==> src/rtl/id_ex_stage.sv <==
// Operand fetch + ID/EX register: forwarding, load-use detection, saturating stall counter (`ID_EX_FORWARD_EN` enables forwarding).
// Latency: 1 cycle in_* -> out_*; rf_read_reg*/stall_out are combinational.
// Backpressure: stall_out holds PC and IF/ID and inserts a zeroed bubble; flush overrides a stall.
module id_ex_stage #(
  parameter int DATA_W = 8,
  parameter int REG_AW = 5,
  parameter int CTRL_W = 6,
  parameter int CNT_W  = 16
) (
  input  logic              clk,
  input  logic              reset,
  input  logic              in_valid,
  input  logic [REG_AW-1:0] in_rs,
  input  logic [REG_AW-1:0] in_rt,
  input  logic [REG_AW-1:0] in_rd,
  input  logic [DATA_W-1:0] in_imm,
  input  logic [CTRL_W-1:0] in_ctrl,
  input  logic              in_is_load,
  input  logic              in_reg_write,
  output logic [REG_AW-1:0] rf_read_reg1,
  output logic [REG_AW-1:0] rf_read_reg2,
  input  logic [DATA_W-1:0] rf_read_data1,
  input  logic [DATA_W-1:0] rf_read_data2,
  input  logic              exmem_reg_write,
  input  logic [REG_AW-1:0] exmem_rd,
  input  logic [DATA_W-1:0] exmem_data,
  input  logic              memwb_reg_write,
  input  logic [REG_AW-1:0] memwb_rd,
  input  logic [DATA_W-1:0] memwb_data,
  input  logic              flush,
  output logic              stall_out,
  output logic              out_valid,
  output logic [DATA_W-1:0] out_a,
  output logic [DATA_W-1:0] out_b,
  output logic [DATA_W-1:0] out_imm,
  output logic [REG_AW-1:0] out_rd,
  output logic [CTRL_W-1:0] out_ctrl,
  output logic              out_is_load,
  output logic              out_reg_write,
  output logic [CNT_W-1:0]  stall_count
);

  logic rs_nz, rt_nz;
  logic ex_hit_a, ex_hit_b, wb_hit_a, wb_hit_b, idex_hit_a, idex_hit_b;
  logic hz;
  logic [DATA_W-1:0] op_a, op_b;

  assign rf_read_reg1 = in_rs;
  assign rf_read_reg2 = in_rt;

  assign rs_nz      = |in_rs;
  assign rt_nz      = |in_rt;
  assign ex_hit_a   = exmem_reg_write && (exmem_rd == in_rs);
  assign ex_hit_b   = exmem_reg_write && (exmem_rd == in_rt);
  assign wb_hit_a   = memwb_reg_write && (memwb_rd == in_rs);
  assign wb_hit_b   = memwb_reg_write && (memwb_rd == in_rt);
  assign idex_hit_a = out_valid && out_reg_write && (out_rd == in_rs);
  assign idex_hit_b = out_valid && out_reg_write && (out_rd == in_rt);

`ifdef ID_EX_FORWARD_EN
  // EX/MEM is the younger producer, so it wins over MEM/WB
  always_comb begin
    op_a = rf_read_data1;
    if (!rs_nz)        op_a = '0;
    else if (ex_hit_a) op_a = exmem_data;
    else if (wb_hit_a) op_a = memwb_data;
  end

  always_comb begin
    op_b = rf_read_data2;
    if (!rt_nz)        op_b = '0;
    else if (ex_hit_b) op_b = exmem_data;
    else if (wb_hit_b) op_b = memwb_data;
  end

  // Only a load in EX cannot be forwarded in time; rs/rt nonzero implies out_rd nonzero
  assign hz = in_valid && out_is_load &&
              ((rs_nz && idex_hit_a) || (rt_nz && idex_hit_b));
`else
  logic unused_fwd_data;
  assign unused_fwd_data = ^{exmem_data, memwb_data};

  assign op_a = rs_nz ? rf_read_data1 : '0;
  assign op_b = rt_nz ? rf_read_data2 : '0;

  // Without bypass paths any in-flight writer of a source register must drain first
  assign hz = in_valid &&
              ((rs_nz && (idex_hit_a || ex_hit_a || wb_hit_a)) ||
               (rt_nz && (idex_hit_b || ex_hit_b || wb_hit_b)));
`endif

  assign stall_out = hz && !flush && !reset;

  always_ff @(posedge clk) begin
    if (reset) begin
      out_valid     <= 1'b0;
      out_a         <= '0;
      out_b         <= '0;
      out_imm       <= '0;
      out_rd        <= '0;
      out_ctrl      <= '0;
      out_is_load   <= 1'b0;
      out_reg_write <= 1'b0;
      stall_count   <= '0;
    end else begin
      if (stall_out && !(&stall_count))
        stall_count <= stall_count + CNT_W'(1);
      if (flush || stall_out || !in_valid) begin
        out_valid     <= 1'b0;
        out_a         <= '0;
        out_b         <= '0;
        out_imm       <= '0;
        out_rd        <= '0;
        out_ctrl      <= '0;
        out_is_load   <= 1'b0;
        out_reg_write <= 1'b0;
      end else begin
        out_valid     <= 1'b1;
        out_a         <= op_a;
        out_b         <= op_b;
        out_imm       <= in_imm;
        out_rd        <= in_rd;
        out_ctrl      <= in_ctrl;
        out_is_load   <= in_is_load;
        out_reg_write <= in_reg_write;
      end
    end
  end

endmodule

==> config.mk <==
export PLATFORM = sky130hd
export DESIGN_NAME = id_ex_stage
export DESIGN_NICKNAME = d
export VERILOG_FILES = /design/src/rtl/id_ex_stage.sv
export SDC_FILE = /design/constraint.sdc
export NUM_CORES = 1
export LEC_CHECK = 0
export ABC_AREA = 1
export CORE_MARGIN = 5
export CORE_UTILIZATION = 30
export DETAILED_ROUTE_END_ITERATION = 8
export GPL_TIMING_DRIVEN = 0
export PLACE_DENSITY_LB_ADDON = 0.12
export SLEW_MARGIN = 40
export SYNTH_ARGS = -nofsm -noshare
export SYNTH_HDL_FRONTEND = slang
export SYNTH_SLANG_ARGS = --single-unit
==> constraint.sdc <==
create_clock -name clk -period 3.8 [get_ports clk]
set_input_delay 0.76 -clock clk [delete_from_list [all_inputs] [get_ports clk]]
set_output_delay 0.76 -clock clk [all_outputs]
set_load 0.05 [all_outputs]
### After elaboration in Yosys (flattened, before gate mapping)

Index checks and enable logic that the tools add are counted.

| storage, ports and cells | value |
|---|---|
| memory bits (read-only) | 0 |
| memories | 0 |
| logic and storage cells | 49 |
| latch bits | 0 |
| bits in registers | 54 |
| bits in writable memories | 0 |
| output and inout bits | 65 |

| operators by class | value |
|---|---|
| div/mod/pow operators | 0 |
| $mul | 0 |
| order comparisons | 0 |
| shift operators | 0 |
| bitwise gates (word level) | 2 |
| add/sub/neg operators | 1 |
| muxes and demuxes | 1 |
| equal/unequal tests | 6 |
| reduce and logical (&&, ||, !) cells | 30 |

Operators by type and width:

| operator | count |
|---|---|
| equality test 5 bit | 6 |
| adder 16 x 1 -> 16 bit, second input constant | 1 |
| AND reduction 16 bit | 1 |
| logical AND 1 bit | 13 |
| OR reduction 5 bit | 2 |
| logical OR 1 bit | 7 |
| OR reduction 3 bit | 2 |
| logical NOT 1 bit | 4 |
| NOT 1 bit | 2 |
| OR reduction 2 bit | 1 |
| two-way mux 1 bit | 1 |

### Depth between registers and ports, before layout

| logic depth | value |
|---|---|
| depth in word-level cells | 12 |
| mapped depth | 13 |

### Least setup slack after synthesis

No wires, ideal clock.

| timing path | value |
|---|---|
| kind | input -> output |
| start | in in_rt[1] |
| end | out stall_out |
| stages | 10 |
| arrival time | 1.837 ns |
| path slack | 1.203 ns |
| buffers on the path | 1 |
| path through | inv_1 o21ai_0 nor2_1 nand3_1 nand3_1 nand2_2 nand2_4 buf_4 nand2_1 inv_1 |

| on the way | value |
|---|---|
| word-level cells in the longest chain between the ends | 9 |

Ends and longest elaborated chain:

| element | RTL line | text |
|---|---|---|
| start: declaration | 14 | `input logic [REG_AW-1:0] in_rt,` |
| equality test 5 bit, on equally long branches | 58, 54 |  |
| logical AND 1 bit, on equally long branches | 58, 54 |  |
| logical OR 1 bit (2 in a row) | 89 | `(rt_nz && (idex_hit_b \|\| ex_hit_b \|\| wb_hit_b)));` |
| logical AND 1 bit * | 89 |  |
| logical OR 1 bit * | 88 | `((rs_nz && (idex_hit_a \|\| ex_hit_a \|\| wb_hit_a)) \|\|` |
| logical AND 1 bit * | 87 | `assign hz = in_valid &&` |
| logical AND 1 bit * (2 in a row) | 92 | `assign stall_out = hz && !flush && !reset;` |
| end: declaration | 31 | `output logic stall_out,` |

Every way passes the cells marked *; elsewhere a longest branch is shown, timed or not.

### Final worst setup path

| timing path | value |
|---|---|
| start | in in_rs[4] |
| end | out stall_out |

| on the way | value |
|---|---|
| word-level cells in the longest chain between the ends | 9 |

Ends and longest elaborated chain:

| element | RTL line | text |
|---|---|---|
| start: declaration | 13 | `input logic [REG_AW-1:0] in_rs,` |
| equality test 5 bit, on equally long branches | 57, 53 |  |
| logical AND 1 bit, on equally long branches | 57, 53 |  |
| logical OR 1 bit (2 in a row) | 88 |  |
| logical AND 1 bit * | 88 |  |
| logical OR 1 bit * | 88 |  |
| logical AND 1 bit * | 87 |  |
| logical AND 1 bit * (2 in a row) | 92 |  |

Marks and branches as above.

==> qor.tcl <==
set qor(worstPathMaxFanout) 10
set qor(critPathRequiredTime_ns) 3.04
set qor(syn-cell-area_um2) 2910
set qor(final.setup.tns_ns) 0
set qor(die_width_um) 109
set qor(final_min_period_over_clock_period) 0.894
set qor(clock_insertion_delay_worst_skew_ns) 0.31
set qor(max_slew_headroom) 0.642
set qor(via_total_after_detailed_routing) 3064
set qor(cp-start-kind) {input port}
set qor(synth_largest_type_area_fraction) 0.371
set qor(post_layout_power_uw) 1210
set qor(path_class) {input port to output pin}
set qor(synth_seq_cells) 54
set qor(reg2reg_depth) 10
set qor(critPathCaptureType) {output pin}
set qor(synth.yosys.warnings) 0
set qor(cts-root-buf) {clkbuf_8}
set qor(cts_buf_count) 5
set qor(drt-pass1-iter-count) 4
set qor(preCtsSetupSlack_ns) -0.159
set qor(antenna_cells) 0
set qor(routed_via_density) 4.19
set qor(cts_tree) {yes}
set qor(final_critical_path_time_including_i_o_delays_and_setup_ns) 3.40
set qor(routed_wire_length_per_instance_um) 11.2
set qor(ir_drop_mv) 0.185
set qor(hold_path_depth) 4
set qor(finish.utilization) 0.461
set qor(worst-r2r-setup-slack_ns) 2.07
set qor(gp_congestion) 0.875
set qor(top_level_ports) 144
set qor(report.final.hold_viol_count) 0
set qor(hold_path_end) {stall_count[1]}
set qor(grt_pass1_wl_mm) 13.4
set qor(drv_slew) 0
set qor(cts-htree-levels) 2
set qor(synth_area_leaders) {dfxtp_1 (37%), nand2_1 (16%), inv_1 (13%)}
set qor(flow.area_growth_from_synthesis_pct) 52.6
set qor(initial_core_utilization) 0.302
set qor(fin_worst_skew_ns) 0.0152
set qor(area_of_the_die_um2) 11800
set qor(fillCellCount) 1030
set qor(max_cap_viol_count) 0
set qor(most_common_library_cell_in_the_layout_ignoring_fill_and_taps) {clkdlybuf4s50_1}
set qor(number_of_rows_in_the_core_area) 36
set qor(min-delay-start) {stall_count[1]}
set qor(layout_setup_ws_ns) 0.403
set qor(grt_overflow) 0
set qor(chipHeight_um) 109
set qor(number_of_antenna_violations_at_the_first_check_in_global_routing) 0
set qor(crit-reg2reg-launch) {stall_count[0]}
set qor(synth.avg_cell_area_um2) 6.29
set qor(drive_above_1_share) 0.0936
set qor(area_of_the_placeable_core_um2) 9640
set qor(synth_cells) 463
set qor(power_density_nw_per_um2) 271
set qor(cts_max_path_buffers) 2
set qor(timing_worst_slew_pin_value_ns) 0.536
set qor(crit-reg2reg-capture) {stall_count[15]}
set qor(synth_seq_area_share) 0.371
set qor(setup_violations) 0
set qor(numClockSinks) 54
set qor(combined_area_of_the_multi_input_logic_cells_um2) 1270
set qor(detail-route-antenna-nets) 0
set qor(fmax_mhz) 294
set qor(first_global_vias) 3011
set qor(synthDistinctLibCells) 28
set qor(rsz0062_at_grt) {false}
set qor(post-route-drc-count) 0
set qor(grt_start_max_net_pins) 20
set qor(detailed_place_hpwl_mm) 6.66
set qor(clk_transition_reported_paths_ns) 0.09
set qor(routed_wirelength_mm) 8.20
set qor(final-seq-area_um2) 1080
set qor(synth.largest_area_cell) {dfxtp_1}
set qor(num-nets-final) 677
set qor(drt_iter0_markers) 84
set qor(worst_endpoint_data_arrival_time_ns) 2.64
set qor(worst_hold_path_type) {flip-flop to flip-flop}
set qor(run_status) {complete, no violations}
set qor(io_buffer_count) 127
set qor(syn_nets) 543
set qor(min_hold_slack_ns) 0.563
set qor(cts_hold_buffers) 0
set qor(grtUsageTotal) 0.140
set qor(p_leak_uw) 0.00213
set qor(most-common-layout-cells) {clkdlybuf4s50_1 (126), nand2_1 (122), inv_1 (102)}
[critical path: stages]
cell	delay, ns
clkdlybuf4s50_1	0.61
inv_2	0.09
nand2_1	0.07
nand2_1	0.05
nor2_1	0.10
nand3_1	0.13
nand3_2	0.10
nand2_2	0.07
nand2_4	0.11
buf_4	0.17
nand2_1	0.06
inv_1	0.06
clkbuf_2	0.27
[logic make-up after synthesis]
group | count (synthesis) | share of synthesized area
AOI/OAI and AO/OA | 7 | 0.0138
and+or+nand+nor | 270 | 0.416
xor gates and xnor gates | 1 | 0.00301
buffers and inverters | 130 | 0.192
DFF | 54 | 0.371
adders and majority gates | 1 | 0.00430
[stage by stage]
| stage | std cells | cell area [um^2] |
|---|---|---|
| floorplan | 463 | 2910 |
| global placement | 723 | 4350 |
| detailed placement | 723 | 4350 |
| finish | 731 | 4440 |
| CTS | 731 | 4450 |
| global route | 731 | 4440 |
[worst max-delay path by stage]
stage	endpoint	slack, ns	cells after the start	from
floorplan	stall_out	1.20	10	in_rt[1]
global placement	stall_out	-0.12	13	in_rs[1]
detailed placement	stall_out	-0.16	13	in_rs[4]
CTS	stall_out	0.11	13	in_rs[4]
global route	stall_out	0.21	13	in_rs[4]
finish	stall_out	0.40	13	in_rs[4]
[synth_stat cells]
cell type / n
nand2_1: 122
inv_1: 102
nor2_1: 85
dfxtp_1: 54
nand4_1: 20
nand3_1: 15
nand3_2: 14
buf_4: 11
inv_2: 8
nor3_1: 5
buf_2: 4
nand2_2: 4
a21oi_1: 2
nor2_2: 2
o21ai_0: 2
buf_1: 1
buf_12: 1
buf_6: 1
clkbuf_1: 1
clkinv_1: 1
ha_1: 1
nand2_4: 1
nand3b_1: 1
nand4_2: 1
o211ai_1: 1
o21ai_1: 1
o21bai_1: 1
xnor2_1: 1
[per-layer routing]
layer	track usage	share of wire	up-vias	wire length, um
met5	0	0	-	0
met1	0.164	0.43	1333	3550
met2	0.226	0.44	99	3590
met4	0.0334	0.0078	0	64
met3	0.0746	0.12	4	986
li1	-	-	1628	-
[sequential cells by signal, summed over array words and instances (netlist names)]
register and flops:
out_ctrl 6, out_is_load 1, out_a 8, stall_count 16
out_valid 1, out_b 8, out_rd 5, out_imm 8
out_reg_write 1
[layout make-up]
type	instances	share of cell area
Multi-Input combinational cell	279	0.286
Timing Repair Buffer	127	0.285
Sequential cell	54	0.243
Inverter	111	0.0938
Tap cell	133	0.0375
Buffer	19	0.0318
Clock buffer	5	0.0155
Clock inverter	3	0.00648
[repair_timing]
action	CTS	global route
setup endpoints to repair	1	1
resized for setup	1	2
buffers inserted	0	0
cloned	0	0
[where the power goes]
part / internal, uW / switching [uW] / leakage [uW] / total (uW)
logic: 124 / 155 / 0.00164 / 279
clock network: 137 / 206 / 0.0000502 / 343
registers: 578 / 5.06 / 0.000438 / 583
total: 839 / 366 / 0.00213 / 1210
Note: power is estimated with default switching activity, not from simulation.
